===== config.mk =====
export PLATFORM = sky130hd
export DESIGN_NAME = spi_minion
export DESIGN_NICKNAME = d
export VERILOG_FILES = /design/src/rtl/spi_minion.sv
export SDC_FILE = /design/constraint.sdc
export NUM_CORES = 1
export LEC_CHECK = 0
export ABC_AREA = 1
export CAP_MARGIN = 10
export CORE_MARGIN = 4
export CORE_UTILIZATION = 52
export CTS_CLUSTER_DIAMETER = 60
export DETAILED_ROUTE_END_ITERATION = 6
export GPL_ROUTABILITY_DRIVEN = 0
export HOLD_SLACK_MARGIN = 0.08
export PLACE_DENSITY = 0.86
export SKIP_CTS_REPAIR_TIMING = 1
export SYNTH_ARGS = -nofsm -noshare
export SYNTH_HDL_FRONTEND = slang
export SYNTH_SLANG_ARGS = --single-unit

===== constraint.sdc =====
create_clock -name clk -period 1.6 [get_ports clk]
set_input_delay 0.16 -clock clk [delete_from_list [all_inputs] [get_ports clk]]
set_output_delay 0.16 -clock clk [all_outputs]
set_load 0.03 [all_outputs]

===== src/rtl/spi_minion.sv =====
// SPI mode-0 minion: synchronizes cs/sclk/mosi into clk, shifts words MSB first,
// and bridges them to a val/rdy send stream (rx) and a val/rdy recv stream (tx).
module spi_minion #(
  parameter int nbits = 8
) (
  input  logic             clk,
  input  logic             reset,
  input  logic             cs,
  input  logic             sclk,
  input  logic             mosi,
  output logic             miso,
  input  logic [nbits-1:0] recv_msg,
  input  logic             recv_val,
  output logic             recv_rdy,
  output logic [nbits-1:0] send_msg,
  output logic             send_val,
  input  logic             send_rdy,
  output logic             overflow
);

  localparam int CW = $clog2(nbits + 1);

  typedef enum logic {IDLE, ACTIVE} state_t;

  state_t           state_q, state_d;
  logic [2:0]       cs_s, sclk_s;
  logic [1:0]       mosi_s;
  logic [nbits-1:0] shift_reg, tx_buf, word;
  logic [CW-1:0]    bit_cnt;
  logic             tx_full, rx_bit;
  logic             cs_fall, cs_rise, sclk_rise, sclk_fall;
  logic             word_start, do_sample, do_shift, word_done, send_free;

  // Two sync flops, third stage only feeds the edge detectors
  always_ff @(posedge clk) begin
    if (!reset) begin
      cs_s   <= 3'b111;
      sclk_s <= 3'b000;
      mosi_s <= 2'b00;
    end else begin
      cs_s   <= {cs_s[1:0], cs};
      sclk_s <= {sclk_s[1:0], sclk};
      mosi_s <= {mosi_s[0], mosi};
    end
  end

  assign cs_fall   =  cs_s[2]   & ~cs_s[1];
  assign cs_rise   = ~cs_s[2]   &  cs_s[1];
  assign sclk_rise = ~sclk_s[2] &  sclk_s[1];
  assign sclk_fall =  sclk_s[2] & ~sclk_s[1];

  assign recv_rdy  = !tx_full;
  assign word      = {shift_reg[nbits-2:0], rx_bit};
  assign send_free = !send_val || send_rdy;

  always_ff @(posedge clk) begin
    if (!reset) state_q <= IDLE;
    else        state_q <= state_d;
  end

  always_comb begin
    state_d = state_q;
    case (state_q)
      IDLE:    if (cs_fall) state_d = ACTIVE;
      ACTIVE:  if (cs_rise) state_d = IDLE;
      default: state_d = IDLE;
    endcase
  end

  // cs rising masks any sclk edge in the same cycle, so the word is discarded
  always_comb begin
    word_start = 1'b0;
    do_sample  = 1'b0;
    do_shift   = 1'b0;
    word_done  = 1'b0;
    case (state_q)
      IDLE: word_start = cs_fall;
      ACTIVE: if (!cs_rise) begin
        do_sample  = sclk_rise;
        do_shift   = sclk_fall;
        word_done  = sclk_fall && (bit_cnt == CW'(nbits - 1));
        word_start = word_done;
      end
      default: ;
    endcase
  end

  always_ff @(posedge clk) begin
    if (!reset) begin
      miso      <= 1'b0;
      send_msg  <= '0;
      send_val  <= 1'b0;
      overflow  <= 1'b0;
      tx_full   <= 1'b0;
      tx_buf    <= '0;
      shift_reg <= '0;
      bit_cnt   <= '0;
      rx_bit    <= 1'b0;
    end else begin
      miso     <= (state_q == ACTIVE && state_d == ACTIVE) ? shift_reg[nbits-1] : 1'b0;
      overflow <= 1'b0;
      if (word_start) begin
        shift_reg <= tx_full ? tx_buf : '0;
        tx_full   <= 1'b0;
        bit_cnt   <= '0;
      end else if (do_shift) begin
        shift_reg <= word;
        bit_cnt   <= bit_cnt + CW'(1);
      end
      if (do_sample) rx_bit <= mosi_s[1];
      // Load after the start so a same-cycle start consumes the old buffer
      if (recv_val && !tx_full) begin
        tx_buf  <= recv_msg;
        tx_full <= 1'b1;
      end
      if (send_val && send_rdy) send_val <= 1'b0;
      if (word_done) begin
        if (send_free) begin
          send_msg <= word;
          send_val <= 1'b1;
        end else begin
          overflow <= 1'b1;
        end
      end
    end
  end

endmodule


==> results of run 1 <==
[layer usage]
layer	global-route usage [%]	vias to the layer above
met5	0	-
met4	10.4	0
met3	3.57	6
met2	25.9	36
met1	18.6	626
li1	-	772
[per-stage QoR]
stage / cells / TNS [ns] / instance area [sq um] / utilization, % / total power, mW
after floorplan: 227 / 0 / 1760 / - / 1.26
after global placement: 294 / 0 / 2050 / 65.1 / 1.32
after detailed placement: 294 / -0.0743 / 2050 / 65.1 / 1.33
after CTS: 302 / -0.173 / 2130 / 67.6 / 1.98
after global routing: 302 / 0 / 2150 / 68.1 / 2.06
final: 302 / 0 / 2150 / 68.1 / 1.97
[cells in the final DEF (no fill, tap or decap), types with 5 or more instances in the layout]
| cell | Yosys | layout |
|---|---|---|
| clkdlybuf4s50_1 | 0 | 24 |
| dfxtp_1 | 42 | 42 |
| nor2_1 | 26 | 26 |
| nand2_1 | 38 | 37 |
| buf_4 | 1 | 5 |
| o21ai_0 | 21 | 21 |
| nand3_1 | 14 | 14 |
| clkbuf_4 | 1 | 5 |
| a21oi_1 | 15 | 15 |
| inv_1 | 32 | 32 |
[area by class of cell]
class                   instances  area (sq um)
multi-input cells             141           733
inverters                      36           135
clock buffers                   6          41.3
fillers                       280          1010
repair buffers                 31           303
flip-flops and latches         42           841
clock inverters                 2          37.5
well taps                      44          55.1
[how the worst min path moves through the flow]
stage          startpoint        end  slack [ns]  depth (start not counted)
2_1_floorplan        mosi  mosi_s[0]        0.26                          2
3_3_place_gp    sclk_s[0]  sclk_s[1]        0.39                          2
3_5_place_dp      cs_s[0]    cs_s[1]        0.41                          1
4_1_cts              sclk  sclk_s[0]        0.31                          3
5_1_grt              mosi  mosi_s[0]        0.33                          3
6_report             sclk  sclk_s[0]        0.33                          3
[power groups by stage]
stage / clock network (mW) / logic [mW] / registers, mW
2_1_floorplan: 0 / 0.128 / 1.13
3_3_place_gp: 0 / 0.187 / 1.13
3_5_place_dp: 0 / 0.192 / 1.14
4_1_cts: 0.678 / 0.193 / 1.11
5_1_grt: 0.726 / 0.216 / 1.12
6_report: 0.661 / 0.192 / 1.11
[synth_stat cells (2+ instances only)]
cell type | n | share of area [%]
or2_2 | 2 | 0.71
dfxtp_1 | 42 | 48
nor2_1 | 26 | 5.5
nand2_2 | 3 | 1.1
clkbuf_1 | 2 | 0.43
nor3_1 | 3 | 0.85
o21ai_0 | 21 | 6.0
inv_2 | 4 | 0.85
a21oi_1 | 15 | 4.3
nand3_2 | 2 | 1.1
a21oi_2 | 3 | 1.5
nand2_1 | 38 | 8.1
o21ai_1 | 2 | 0.57
nand3_1 | 14 | 4.0
buf_6 | 3 | 1.9
inv_1 | 32 | 6.8
[kinds of logic (layout without fill, tap and decap cells)]
| logic type | Yosys count | in the layout | synth area share [%] |
|---|---|---|---|
| XOR/XNOR | 1 | 1 | 0.498 |
| adder cells (fa/ha/maj) | 1 | 1 | 0.711 |
| AO/OA/AOI/OAI | 43 | 43 | 13.6 |
| buffers and inverters | 44 | 75 | 11.2 |
| AND/OR/NAND/NOR | 96 | 96 | 26.3 |
| flip-flops | 42 | 42 | 47.8 |
==> flow_summary.yaml, run 1 <==
outcome:
  run_status: "finished, final reports clean"
route:
  drt_iter0_markers: 70
  drc: 0
  dr_total_vias: 1440
  dr_wl_met2_mm: 1.42
  maxUsedRoutingLayer: "met4"
  wl_met1_mm: 1.51
  ant_nets: 0
  wl_met3_um: 138
  drt-total-wl_mm: 3.13
  vias_per_cell: 4.77
  wire_per_inst_um: 10.4
  drt-pass1-iter-count: 4
timing:
  skew_ns: 0.00614
  hold_ws_ns: 0.326
  timing.final.crit_share_pct: 95.3
  rsz0062_at_grt: "false"
  fmax_mhz: 656
  setup_viol: 0
  finalMaxSlewViolations: 0
  hold_violations: 0
  fin_ws_ns: 0.0758
  tightest_slew_ns: 0.328
  slew_headroom_pct: 78.1
  finalCriticalPeriod_ns: 1.52
worst_setup_path:
  cp.depth: 1
  cp.buffers_inverters: 1
  endpoint: "send_msg[0]"
  max_stage_delay_ns: 0.67
  required_ns: 1.44
  cp-end-kind: "output pin"
  crit_family: "buffers and inverters"
  path_class: "flip-flop to output pin"
  path_cells: "clkdlybuf4s50_1"
  r2r_cells: 6
  reg2reg_to: "tx_full"
  crit_slowest_cell: "clkdlybuf4s50_1"
  crit_arrival_ns: 1.36
  r2r-start: "bit_cnt[0]"
  cp-start-kind: "flip-flop"
  crit_start: "send_msg[0]"
  rrSetupSlack_ns: 0.13
  cp_max_fo: 2
placed_design:
  dpl_worst_slack_ns: -0.0237
  port_buffers: 26
  dp_hpwl_mm: 2.29
cells_and_area:
  final_layout_size_suffix_gt1_share_pct: 12.4
  diodes: 0
  layout.nets: 273
  areaGrowthSynthToFinish_pct: 21.9
cts:
  clockBufferDepth: 2
  cts_buffers: 5
  cts_tree: "yes"
  clkTransAtPathRegs_ns: 0.12
  worstSkewPairLatency_ns: 0.35
  h-tree-depth: 2
  root_buffer: "clkbuf_4"
  cts_sinks: 42
floorplanning:
  die_h_um: 66.2
  core-area_sq_mm: 0.00315
  fp.dieW_um: 66.2
  initial_utilization_pct: 55.8
  dieArea_sq_mm: 0.00438
  rows: 20
  io_pins: 27
yosys:
  synth_edf_count: 0
  syn_area_sq_mm: 0.00176
  async_flop_share_pct: 0
  ys_warn_count: 0
  synthCells: 227
  synth_flop_cell: "dfxtp_1"
  syn_nets: 243
  ys_ff_latch: 42
  synth.avg_cell_area_sq_um: 7.76
  ys_types: 31
  ys_seq_area_share_pct: 47.8
power:
  comb_power_share_pct: 9.8
  switchingPower_mw: 0.462
  p_int_mw: 1.50
  cellLeakagePower_nw: 0.962
  powerDensity_mw_per_mm2: 916
  power.share.switching_pct: 23.5
  seqPwrFrac_pct: 56.6
  vdd_ir_drop_max_uv: 591
  pwr-share-clk_pct: 33.6
global_routing:
  grt_pass1_vias: 1347
  grt_max_degree: 17
  antenna_found_initial: 0
  grt.total_usage_pct: 15.9
  gr-total-overflow: 0
  grt_pass1_wl_mm: 5.32
flow_run:
  cap_violations: 0
min_path:
  min_path_type: "input port to flip-flop"
No activity file was read; power rests on OpenSTA's default activity.
==> run 2, diff against run 1 <==
--- a/config.mk
+++ b/config.mk
@@ -8,12 +8,12 @@
 export ABC_AREA = 1
 export CAP_MARGIN = 10
 export CORE_MARGIN = 4
-export CORE_UTILIZATION = 52
+export CORE_UTILIZATION = 41
 export CTS_CLUSTER_DIAMETER = 60
 export DETAILED_ROUTE_END_ITERATION = 6
 export GPL_ROUTABILITY_DRIVEN = 0
 export HOLD_SLACK_MARGIN = 0.08
-export PLACE_DENSITY = 0.86
+export PLACE_DENSITY = 0.72
 export SKIP_CTS_REPAIR_TIMING = 1
 export SYNTH_ARGS = -nofsm -noshare
 export SYNTH_HDL_FRONTEND = slang
==> run 2 against run 1 <==
Effect of this change:
- sequential cell count stayed put
- wire length is 2.4% lower
- setup slack better by 0.0053 ns
- final cell count is 1.7% higher
- sequential power hardly changed
- worst hold slack better by 0.073 ns
- sequential share of layout area stayed put
- register-to-register slack hardly changed
- critical path type unchanged
- largest power group unchanged
- highest routed layer unchanged
==> flow_summary.yaml, run 2 (synthesized netlist as in run 1, its figures left out) <==
floorplanning:
  io_pins: 27
  dieArea_sq_mm: 0.00541
  fp.dieW_um: 73.5
  rows: 23
  die_h_um: 73.5
  initial_utilization_pct: 43.1
  core-area_sq_mm: 0.00409
cells_and_area:
  final_common_cell: "dfxtp_1"
  finish.utilization_pct: 52.5
  areaGrowthSynthToFinish_pct: 21.9
  final_layout_size_suffix_gt1_share_pct: 11.7
  layout_common_cells: "42 x dfxtp_1, 37 x nand2_1, 32 x inv_1"
  design_area_sq_mm: 0.00215
  diodes: 0
  layout.nets: 273
cts:
  cts_tree: "yes"
  clockBufferDepth: 2
  root_buffer: "clkbuf_8"
  h-tree-depth: 2
  cts_buffers: 5
  clkTransAtPathRegs_ns: 0.07
  cts_sinks: 42
  worstSkewPairLatency_ns: 0.29
power:
  cellLeakagePower_nw: 0.938
  powerDensity_mw_per_mm2: 896
  vdd_ir_drop_max_uv: 585
route:
  drt_iter0_markers: 38
  dr_total_vias: 1383
  ant_nets: 0
  vias_per_cell: 4.50
  drc: 0
  wire_per_inst_um: 9.95
  drt-pass1-iter-count: 4
  drt-total-wl_mm: 3.06
placed_design:
  port_buffers: 26
  dp_hpwl_mm: 2.26
  placed_cell_area_sq_mm: 0.00206
timing:
  finalCriticalPeriod_ns: 1.52
  finalMaxSlewViolations: 0
  rsz0062_at_grt: "false"
  slew_headroom_pct: 79.2
  fmax_mhz: 658
  hold_violations: 0
  timing.final.crit_share_pct: 94.9
  setup_viol: 0
  tightest_slew_ns: 0.311
  skew_ns: 0.00646
min_path:
  min_path_type: "input port to flip-flop"
worst_setup_path:
  cp-end-kind: "output pin"
  path_class: "flip-flop to output pin"
  required_ns: 1.44
  crit_arrival_ns: 1.36
  cp-start-kind: "flip-flop"
  cp_max_fo: 3
global_routing:
  gr-total-overflow: 0
  antenna_found_initial: 0
  grt_pass1_wl_mm: 4.99
  grt.total_usage_pct: 11.9
  grt_max_degree: 17
  grt_pass1_vias: 1218
outcome:
  run_status: "finished, final reports clean"
flow_run:
  cap_violations: 0
[run 2: cell types whose count changed in the layout (fill, tap and decap cells not counted), sizes merged]
| cell | before | now |
|---|---|---|
| dlymetal6s2s | 2 | 0 |
| clkdlybuf4s50 | 24 | 26 |
| bufinv | 1 | 0 |
| clkbuf | 6 | 7 |
| clkinvlp | 1 | 0 |
[run 2: final cells by class]
| class | instances | area (sq um) |
|---|---|---|
| fill | 415 | 1940 |
| sequential | 42 | 841 |
| multi-input combinational | 141 | 733 |
| timing repair buffer | 31 | 298 |
| inverter | 36 | 135 |
| clock buffer | 7 | 76.3 |
| tap | 50 | 62.6 |
[run 2: final timing paths]
path	startpoint	to	slack (ns)	depth (start not counted)
hold / removal	sclk	sclk_s[0]	0.40	3
setup / recovery	tx_full	recv_rdy	0.08	2
hold reg to reg	cs_s[0]	cs_s[1]	0.41	1
setup reg to reg	bit_cnt[0]	tx_full	0.12	6
[run 2: report_power, final]
group	total, mW	switching [mW]	leakage [nW]	internal [mW]
sequential	1.11	0.0254	0.343	1.09
combinational	0.192	0.104	0.557	0.0872
clock	0.619	0.319	0.0383	0.300
total	1.92	0.449	0.938	1.47
[run 2: critical path, cell delays in order (launching register included)]
cell and delay, ns:
dfxtp_1 0.31, inv_1 0.09, clkdlybuf4s50_1 0.68
[run 2: metrics by stage]
stage	setup slack [ns]	std cells	setup TNS (ns)	hold WS (ns)	total power, mW
2_1_floorplan	0.267	227	0	0.258	1.26
3_3_place_gp	0.0781	300	0	0.392	1.32
3_5_place_dp	-0.00689	300	-0.00720	0.398	1.33
4_1_cts	-0.0289	307	-0.0734	0.389	1.95
5_1_grt	0.0203	307	0	0.394	2.01
6_report	0.0811	307	0	0.399	1.92
[run 2: routing by layer]
| metal | part of all wire (%) | global-route usage, % | vias up | wire [um] |
|---|---|---|---|---|
| li1 | - | - | 770 | - |
| met1 | 51 | 14.8 | 580 | 1560 |
| met2 | 42 | 18.5 | 28 | 1280 |
| met3 | 5.7 | 3.83 | 5 | 173 |
| met4 | 1.6 | 6.04 | 0 | 48 |
| met5 | 0 | 0 | - | 0 |
